File: config.mk
export PLATFORM = sky130hd
export DESIGN_NAME = benes_sched_ctrl
export DESIGN_NICKNAME = d
export VERILOG_FILES = /design/src/rtl/benes_pkg.sv /design/src/rtl/benes_cfg_skew.sv /design/src/rtl/benes_sched_ctrl.sv
export SDC_FILE = /design/constraint.sdc
export NUM_CORES = 1
export LEC_CHECK = 0
export ABC_CLOCK_PERIOD_IN_PS = 8300
export BUFFER_PORTS_ARGS = -buffer_cell sky130_fd_sc_hd__buf_2
export CORE_ASPECT_RATIO = 1.4
export CORE_MARGIN = 2
export CORE_UTILIZATION = 45
export CTS_CLUSTER_SIZE = 12
export DETAILED_ROUTE_END_ITERATION = 8
export PLACE_DENSITY_LB_ADDON = 0.2
export SYNTH_ARGS = -nofsm -noshare
export SYNTH_HDL_FRONTEND = slang
export SYNTH_SLANG_ARGS = --single-unit
File: constraint.sdc
create_clock -name clk -period 8.3 [get_ports clk]
set_input_delay 0.415 -clock clk [delete_from_list [all_inputs] [get_ports clk]]
set_output_delay 0.415 -clock clk [all_outputs]
set_load 0.02 [all_outputs]
File: src/rtl/benes_pkg.sv
// Shared types and sizing for the Benes scheduler control block.
package benes_pkg;

    localparam int N_PORTS  = 8;
    localparam int N_STAGES = 5;
    localparam int SW_W     = 4;
    localparam int CFG_W    = 20;
    localparam int N_SLOTS  = 4;
    localparam int NET_LAT  = 9;
    localparam int SLOT_W   = $clog2(N_SLOTS);

    typedef logic [CFG_W-1:0] cfg_t;

    typedef enum logic [1:0] {
        ST_IDLE  = 2'd0,
        ST_RUN   = 2'd1,
        ST_DRAIN = 2'd2
    } state_e;

    function automatic logic [SW_W-1:0] stage_bits(input cfg_t cfg, input int stage);
        return cfg[stage*SW_W +: SW_W];
    endfunction

endpackage

File: src/rtl/benes_cfg_skew.sv
// Per-stage skew line: carries each accepted frame's config so stage k sees it before edge T+2k.
// Latency: stage k register loads at edge T+2k-1, out_valid rises after edge T+8.
// Backpressure: none, accepts one frame per cycle unconditionally.
module benes_cfg_skew
    import benes_pkg::*;
(
    input  logic                               clk,
    input  logic                               rst,
    input  logic                               acc,
    input  cfg_t                               acc_cfg,
    output logic [N_STAGES-1:1][SW_W-1:0]      stage_set,
    output logic                               out_valid,
    output logic                               in_flight
);

    localparam int VLD_DEPTH = NET_LAT - 1;
    // The last stage loads from index 2*(N_STAGES-1)-2, so config need not travel further.
    localparam int CFG_DEPTH = 2 * N_STAGES - 3;

    logic [VLD_DEPTH-1:0]            vld_q;
    cfg_t                            cfg_q [CFG_DEPTH];
    logic [N_STAGES-1:1][SW_W-1:0]   stage_q;

    always_ff @(posedge clk or posedge rst) begin
        if (rst) begin
            vld_q     <= '0;
            stage_q   <= '0;
            out_valid <= 1'b0;
            for (int i = 0; i < CFG_DEPTH; i++) begin
                cfg_q[i] <= '0;
            end
        end else begin
            vld_q     <= {vld_q[VLD_DEPTH-2:0], acc};
            out_valid <= vld_q[VLD_DEPTH-1];
            cfg_q[0]  <= acc_cfg;
            for (int i = 1; i < CFG_DEPTH; i++) begin
                cfg_q[i] <= cfg_q[i-1];
            end
            for (int k = 1; k < N_STAGES; k++) begin
                if (vld_q[2*k-2]) begin
                    stage_q[k] <= stage_bits(cfg_q[2*k-2], k);
                end
            end
        end
    end

    assign stage_set = stage_q;
    assign in_flight = (|vld_q) | out_valid;

endmodule

File: src/rtl/benes_sched_ctrl.sv
// Slot-table scheduler for an 8x8 Benes network; BENES_FRAME_CNT_EN builds the frame counter.
// Latency: stage 0 combinational at acceptance, stage k before edge T+2k, out_valid after T+8.
// Backpressure: in_ready only in RUN with stop low; no downstream backpressure.
module benes_sched_ctrl
    import benes_pkg::*;
(
    input  logic                           clk,
    input  logic                           rst,
    input  logic                           cfg_wr_en,
    input  logic [SLOT_W-1:0]              cfg_wr_slot,
    input  logic [CFG_W-1:0]               cfg_wr_data,
    input  logic                           start,
    input  logic                           stop,
    input  logic                           in_valid,
    input  logic [SLOT_W-1:0]              in_slot,
    output logic                           in_ready,
    output logic [N_STAGES-1:0][SW_W-1:0]  switch_set,
    output logic                           out_valid,
    output logic                           busy,
    output logic                           done,
    output logic [15:0]                    frame_cnt
);

    state_e                         state_q;
    state_e                         state_d;
    cfg_t                           tbl_q [N_SLOTS];
    cfg_t                           sel_cfg;
    logic                           acc;
    logic                           in_flight;
    logic [SW_W-1:0]                sw0_q;
    logic [SW_W-1:0]                sw0;
    logic [N_STAGES-1:1][SW_W-1:0]  stage_set;

    assign in_ready = (state_q == ST_RUN) && !stop;
    assign acc      = in_valid && in_ready;
    // Read before the same-edge write lands, so a colliding write never reaches this frame.
    assign sel_cfg  = tbl_q[in_slot];
    assign sw0      = acc ? stage_bits(sel_cfg, 0) : sw0_q;

    always_ff @(posedge clk or posedge rst) begin
        if (rst) begin
            for (int i = 0; i < N_SLOTS; i++) begin
                tbl_q[i] <= '0;
            end
        end else if (cfg_wr_en) begin
            tbl_q[cfg_wr_slot] <= cfg_wr_data;
        end
    end

    always_ff @(posedge clk or posedge rst) begin
        if (rst) begin
            state_q <= ST_IDLE;
            sw0_q   <= '0;
        end else begin
            state_q <= state_d;
            if (acc) begin
                sw0_q <= stage_bits(sel_cfg, 0);
            end
        end
    end

    always_comb begin
        state_d = state_q;
        case (state_q)
            ST_IDLE:  if (start && !stop) state_d = ST_RUN;
            ST_RUN:   if (stop)           state_d = ST_DRAIN;
            ST_DRAIN: if (!in_flight)     state_d = ST_IDLE;
            default:                      state_d = ST_IDLE;
        endcase
    end

    benes_cfg_skew u_skew (
        .clk       (clk),
        .rst       (rst),
        .acc       (acc),
        .acc_cfg   (sel_cfg),
        .stage_set (stage_set),
        .out_valid (out_valid),
        .in_flight (in_flight)
    );

    assign switch_set = {stage_set, sw0};
    assign busy       = (state_q != ST_IDLE);
    assign done       = (state_q == ST_DRAIN) && !in_flight;

`ifdef BENES_FRAME_CNT_EN
    logic [15:0] cnt_q;

    always_ff @(posedge clk or posedge rst) begin
        if (rst) begin
            cnt_q <= '0;
        end else if (state_q == ST_IDLE && state_d == ST_RUN) begin
            cnt_q <= '0;
        end else if (acc && cnt_q != 16'hFFFF) begin
            cnt_q <= cnt_q + 16'd1;
        end
    end

    assign frame_cnt = cnt_q;
`else
    assign frame_cnt = '0;
`endif

endmodule

==> results of run 1 <==
state kept, by name, indices dropped and copies added, names as in the netlist:
signal            flops
u_skew.stage_set     16
state_q               2
sw0_q                 4
u_skew.vld_q          8
u_skew.cfg_q         64
u_skew.out_valid      1
tbl_q                80
placed cells by master, fill, tap and decap left out, types with 2 or more instances in the layout:
master and n:
buf_2 53, buf_4 5, bufinv_16 2, clkbuf_16 17
clkinv_2 2, clkinvlp_4 2, conb_1 16, dfrtp_1 175
inv_6 6, inv_8 2, mux2_2 100, mux4_2 20
nand3b_1 3
routing by layer:
layer | track usage [%] | up-vias | share of wire, %
li1 | - | 1303 | -
met3 | 4.08 | 11 | 3.5
met4 | 5.90 | 2 | 1.1
met2 | 23.3 | 61 | 50
met5 | 0 | - | 0.13
met1 | 18.8 | 1581 | 45
logic make-up after synthesis:
kind of cell | Yosys count | share of synthesized area [%]
DFF | 175 | 69.9
muxes | 120 | 25.2
buffers and inverters | 30 | 3.10
and+or+nand+nor | 15 | 1.64
AOI/OAI and AO/OA | 1 | 0.0799
other | 1 | 0.0599
report_power, final:
group          internal [W]  total (W)  switching (W)  leakage, nW
logic              0.000172   0.000336       0.000164        0.878
registers           0.00105    0.00113      0.0000781         2.10
clock network      0.000457   0.000790       0.000332        0.288
total               0.00168    0.00226       0.000575         3.26
cells in the mapped netlist:
library cell,instances
or3_1,1
buf_4,16
nor3b_1,2
nand3_1,1
nor4_2,1
mux2_2,100
or2_2,1
o21ai_0,1
conb_1,1
or4_1,1
dfrtp_1,175
clkbuf_2,1
inv_1,1
nor2b_1,1
nand2b_1,1
and2_1,1
clkbuf_1,1
mux4_2,20
nor2_1,1
buf_2,10
nand3b_1,3
buf_6,1
nor3_1,1
per-stage QoR:
step / utilization, % / setup slack (ps)
2_1_floorplan: - / 3140
3_3_place_gp: 48.4 / 5890
3_5_place_dp: 48.4 / 5860
4_1_cts: 52.7 / 5840
5_1_grt: 52.7 / 5720
6_report: 52.7 / 5890
path summary, 6_finish.rpt:
| check | from | to | slack [ps] | cells after the start |
|---|---|---|---|---|
| min reg2reg | u_skew.cfg_q[99]$_DFF_PP0_ | u_skew.cfg_q[79]$_DFF_PP0_ | 340 | 0 |
| min | rst | u_skew.cfg_q[78]$_DFF_PP0_ | 210 | 2 |
| min in group clk | stop | state_q[0]$_DFFE_PP0P_ | 210 | 2 |
| max reg2reg | u_skew.vld_q[4]$_DFF_PP0_ | state_q[1]$_DFFE_PP0P_ | 6800 | 3 |
| max in group asynchronous | rst | tbl_q[25]$_DFFE_PP0P_ | 6720 | 3 |
| max | u_skew.vld_q[4]$_DFF_PP0_ | done | 5890 | 4 |
layout make-up:
type                       instances  share of cell area, %
clock buffer                      18                   6.05
clock inverter                    13                   2.08
inverter                           1                  0.121
multi-input combinational        152                   24.1
sequential                       175                   60.3
tap                              185                   3.19
timing repair buffer              58                   4.17
==> flow_summary.ini, run 1 <==
[outcome]
status = completed

[critical_path]
path_cells = or4_1, nor4_2, nor2b_1, buf_2
crit_slowest_cell = or4_1
path_delay_family = simple AND/OR/NAND/NOR gates
path_buf_inv = 1
cp_max_fo = 6
endpoint_kind = primary output
crit_type = reg -> out
max_stage_delay_ps = 530
required_ps = 7890
arrival_ps = 2000
cp-start-kind = flip-flop

[placed_design]
dpl_cell_area_um2 = 6670
gp_congestion = 0.699
placed_cells = 571
io_buffers = 53
hpwl_mm = 5.95

[global_route]
grt_pass1_vias = 3267
grt_max_degree = 115
grt_remaining_overflow = 0
grt_pass1_wl_mm = 16.6
antenna_found_initial = 1
grt_usage_pct = 14.5

[finish]
seqCellArea_um2 = 4380
area_delta_synth_final_pct = 16.0
layout.cells.non_filler = 602
n_antenna_cell = 0
fin_nets = 435
final_area_um2 = 7260
drive_gt1_share_pct = 51.1
fill_cells = 1141
multi_input_area_um2 = 1750

[yosys]
syn_area_per_cell_um2 = 18.3
synth_top_area_share_pct = 69.9
synth_top_cell_by_area = dfrtp_1
ys_types = 23
syn-cell-area_um2 = 6260
synthCells = 342
ys_top_cells_by_area = dfrtp_1, mux2_2, mux4_2
yosysWarnings = 0
ys_seq_area_share_pct = 69.9
ys_ff_latch = 175

[timing]
fin_crit_ps = 2410
hold_viol_final = 0
setup_viol = 0
period_share_pct = 29.1
setup_tns_ps = 0
hold_slack_ps = 205
rsz0062_at_grt = false
worst_pin_slew_ps = 968
drv_slew = 0
maxSlewHeadroom_pct = 35.4
clock.fmax_ghz = 0.414
finClkSkew_ps = 9.11

[detailed_routing]
drcViolationCount = 0
viasPerCell = 4.91
vias = 2958
finalWirelength_mm = 9.84
drtIter0Drc = 139
avgRoutedWirePerCell_um = 16.3
first_pass_iters = 4
ant_nets = 0

[clock_tree]
htreeDepth = 4
post_cts_resize_count = 0
cts_buffers = 17
holdBufCountCts = 0
root_buffer = clkbuf_16
clkSinkCount = 175
cts_post_setup_buffers_inserted = 0
cts_tree = yes
clk_latency_ps = 420
clock_tree.buffer_depth = 2
cts.reportedPaths.clkPinSlew_ps = 60

[pwr]
finalPower_w = 0.00226
p_per_area_nw_per_um2 = 311
peakVddDrop_v = 0.000148
leakage_nw = 3.26

[floorplanning]
die_h_um = 144
core_area_um2 = 13800
dieArea_um2 = 14900
initial_core_util_pct = 45.4
pin_count = 70
fp.dieW_um = 104
rows = 51

[min_path]
hold_path_class = in -> async

[run]
maxCapViolCount = 0
Note: power is estimated with default switching activity, not from simulation.
==> inputs of run 2 (changes only) <==
--- a/config.mk
+++ b/config.mk
@@ -5,7 +5,7 @@
 export SDC_FILE = /design/constraint.sdc
 export NUM_CORES = 1
 export LEC_CHECK = 0
-export ABC_CLOCK_PERIOD_IN_PS = 8300
+export ABC_CLOCK_PERIOD_IN_PS = 2050
 export BUFFER_PORTS_ARGS = -buffer_cell sky130_fd_sc_hd__buf_2
 export CORE_ASPECT_RATIO = 1.4
 export CORE_MARGIN = 2
==> constraint.sdc (replaced) <==
create_clock -name clk -period 2.05 [get_ports clk]
set_input_delay 0.1025 -clock clk [delete_from_list [all_inputs] [get_ports clk]]
set_output_delay 0.1025 -clock clk [all_outputs]
set_load 0.02 [all_outputs]
==> flow_summary.ini, run 2 (synthesized netlist as in run 1, its figures left out) <==
[finish]
largest_reg_flops = 80
multi_input_area_um2 = 1780
regMostFlops = tbl_q
drive_gt1_share_pct = 49.9
fill_cells = 1175
fin_nets = 466
final_cell_mix = dfrtp_1, mux2_2, buf_2
utilization_pct = 55.3
seqCellArea_um2 = 4380
final_common_cell = dfrtp_1
area_delta_synth_final_pct = 21.7
n_antenna_cell = 0

[floorplanning]
die_h_um = 144
dieArea_um2 = 14900
rows = 51
pin_count = 70
fp.dieW_um = 104
core_area_um2 = 13800
initial_core_util_pct = 45.4

[detailed_routing]
first_pass_iters = 5
viasPerCell = 4.89
drtIter0Drc = 104
vias = 3091
drcViolationCount = 0
avgRoutedWirePerCell_um = 15.8
ant_nets = 0
finalWirelength_mm = 9.98

[min_path]
hold_path_class = in -> reg

[clock_tree]
root_buffer = clkbuf_16
cts.reportedPaths.clkPinSlew_ps = 60
cts_tree = yes
clk_latency_ps = 410
htreeDepth = 4
clkSinkCount = 175
clock_tree.buffer_depth = 2
cts_buffers = 17

[pwr]
peakVddDrop_v = 0.000547
switching_power_w = 0.00223
finalPower_w = 0.00919
leakage_nw = 3.41
combPwrFrac_pct = 15.7
p_per_area_nw_per_um2 = 1210
p_int_w = 0.00696
p_sw_share_pct = 24.3
pwr-share-clk_pct = 34.4
pwr-share-seq_pct = 49.9

[critical_path]
endpoint_kind = primary output
required_ps = 1950
path_cells = or4_4, nor4_4, nor2b_4, buf_6
path_buf_inv = 1
cp_max_fo = 2
path_delay_family = simple AND/OR/NAND/NOR gates
arrival_ps = 1870
crit_slowest_cell = or4_4
max_stage_delay_ps = 540
crit_type = reg -> out
cp-start-kind = flip-flop

[global_route]
grt_usage_pct = 14.9
antenna_found_initial = 0
grt_pass1_vias = 3320
grt_max_degree = 64
grt_remaining_overflow = 0
grt_pass1_wl_mm = 17.1

[timing]
period_share_pct = 96.2
finClkSkew_ps = 8.43
hold_viol_final = 0
hold_slack_ps = 32.8
setup_viol = 0
fin_ws_ps = 78.0
clock.fmax_ghz = 0.507
drv_slew = 0
rsz0062_at_grt = true
fin_crit_ps = 1970

[placed_design]
io_buffers = 53
gp_congestion = 0.682
post-place-ws_ps = 379
hpwl_mm = 6.40

[run]
maxCapViolCount = 0

[outcome]
status = completed
-- run 2: cell count changes in the layout (fill, tap and decap cells not counted), moves of 3 or more --
cell | previous run | this run
buf_12 | 0 | 3
inv_6 | 6 | 0
dlygate4sd3_1 | 0 | 23
buf_4 | 5 | 10
-- run 2: timing repair --
item                                    in CTS  in global routing
hold buffers                                23                  0
gates resized for setup                      2                  7
setup buffers                                0                  3
endpoints found under the hold margin       97                  0
endpoints found under the setup margin       5                  5
pin swaps                                    1                  1
-- run 2: cell type report --
| class | count | share of cell area, % |
|---|---|---|
| timing repair buffer | 89 | 8.36 |
| tap | 185 | 3.04 |
| clock inverter | 10 | 1.84 |
| clock buffer | 20 | 5.86 |
| multi-input combinational | 152 | 23.3 |
| sequential | 175 | 57.5 |
| inverter | 1 | 0.0985 |
-- run 2: power groups by stage --
| stage | combinational (W) | sequential [W] | clock [W] |
|---|---|---|---|
| floorplan | 0.000843 | 0.00475 | 0 |
| global placement | 0.00137 | 0.00461 | 0 |
| detailed placement | 0.00141 | 0.00466 | 0 |
| CTS | 0.00145 | 0.00460 | 0.00324 |
| global route | 0.00156 | 0.00469 | 0.00340 |
| finish | 0.00145 | 0.00459 | 0.00316 |
-- run 2: through the flow --
stage / setup TNS [ps] / cells / area, um2
2_1_floorplan: -50950 / 357 / 6320
5_1_grt: -46.4 / 632 / 7620
4_1_cts: 0 / 629 / 7560
6_report: 0 / 632 / 7620
3_5_place_dp: 0 / 576 / 6750
3_3_place_gp: 0 / 576 / 6750
-- run 2: path summary, 6_finish.rpt --
check | startpoint | to | slack [ps] | depth (start not counted)
max in group asynchronous | rst | tbl_q[24]$_DFFE_PP0P_ | 1100 | 4
min reg2reg | u_skew.cfg_q[130]$_DFF_PP0_ | u_skew.cfg_q[110]$_DFF_PP0_ | 340 | 0
min in group asynchronous | rst | tbl_q[75]$_DFFE_PP0P_ | 280 | 3
max | u_skew.vld_q[3]$_DFF_PP0_ | done | 80 | 4
min | in_valid | u_skew.vld_q[0]$_DFF_PP0_ | 30 | 2
max reg2reg | u_skew.vld_q[3]$_DFF_PP0_ | state_q[1]$_DFFE_PP0P_ | 560 | 4
-- run 2: metal layers --
metal / track usage (%) / part of all wire [%]
met5: 0 / 0
met4: 5.48 / 1.1
met3: 4.49 / 2.9
met2: 24.9 / 53
met1: 18.7 / 43
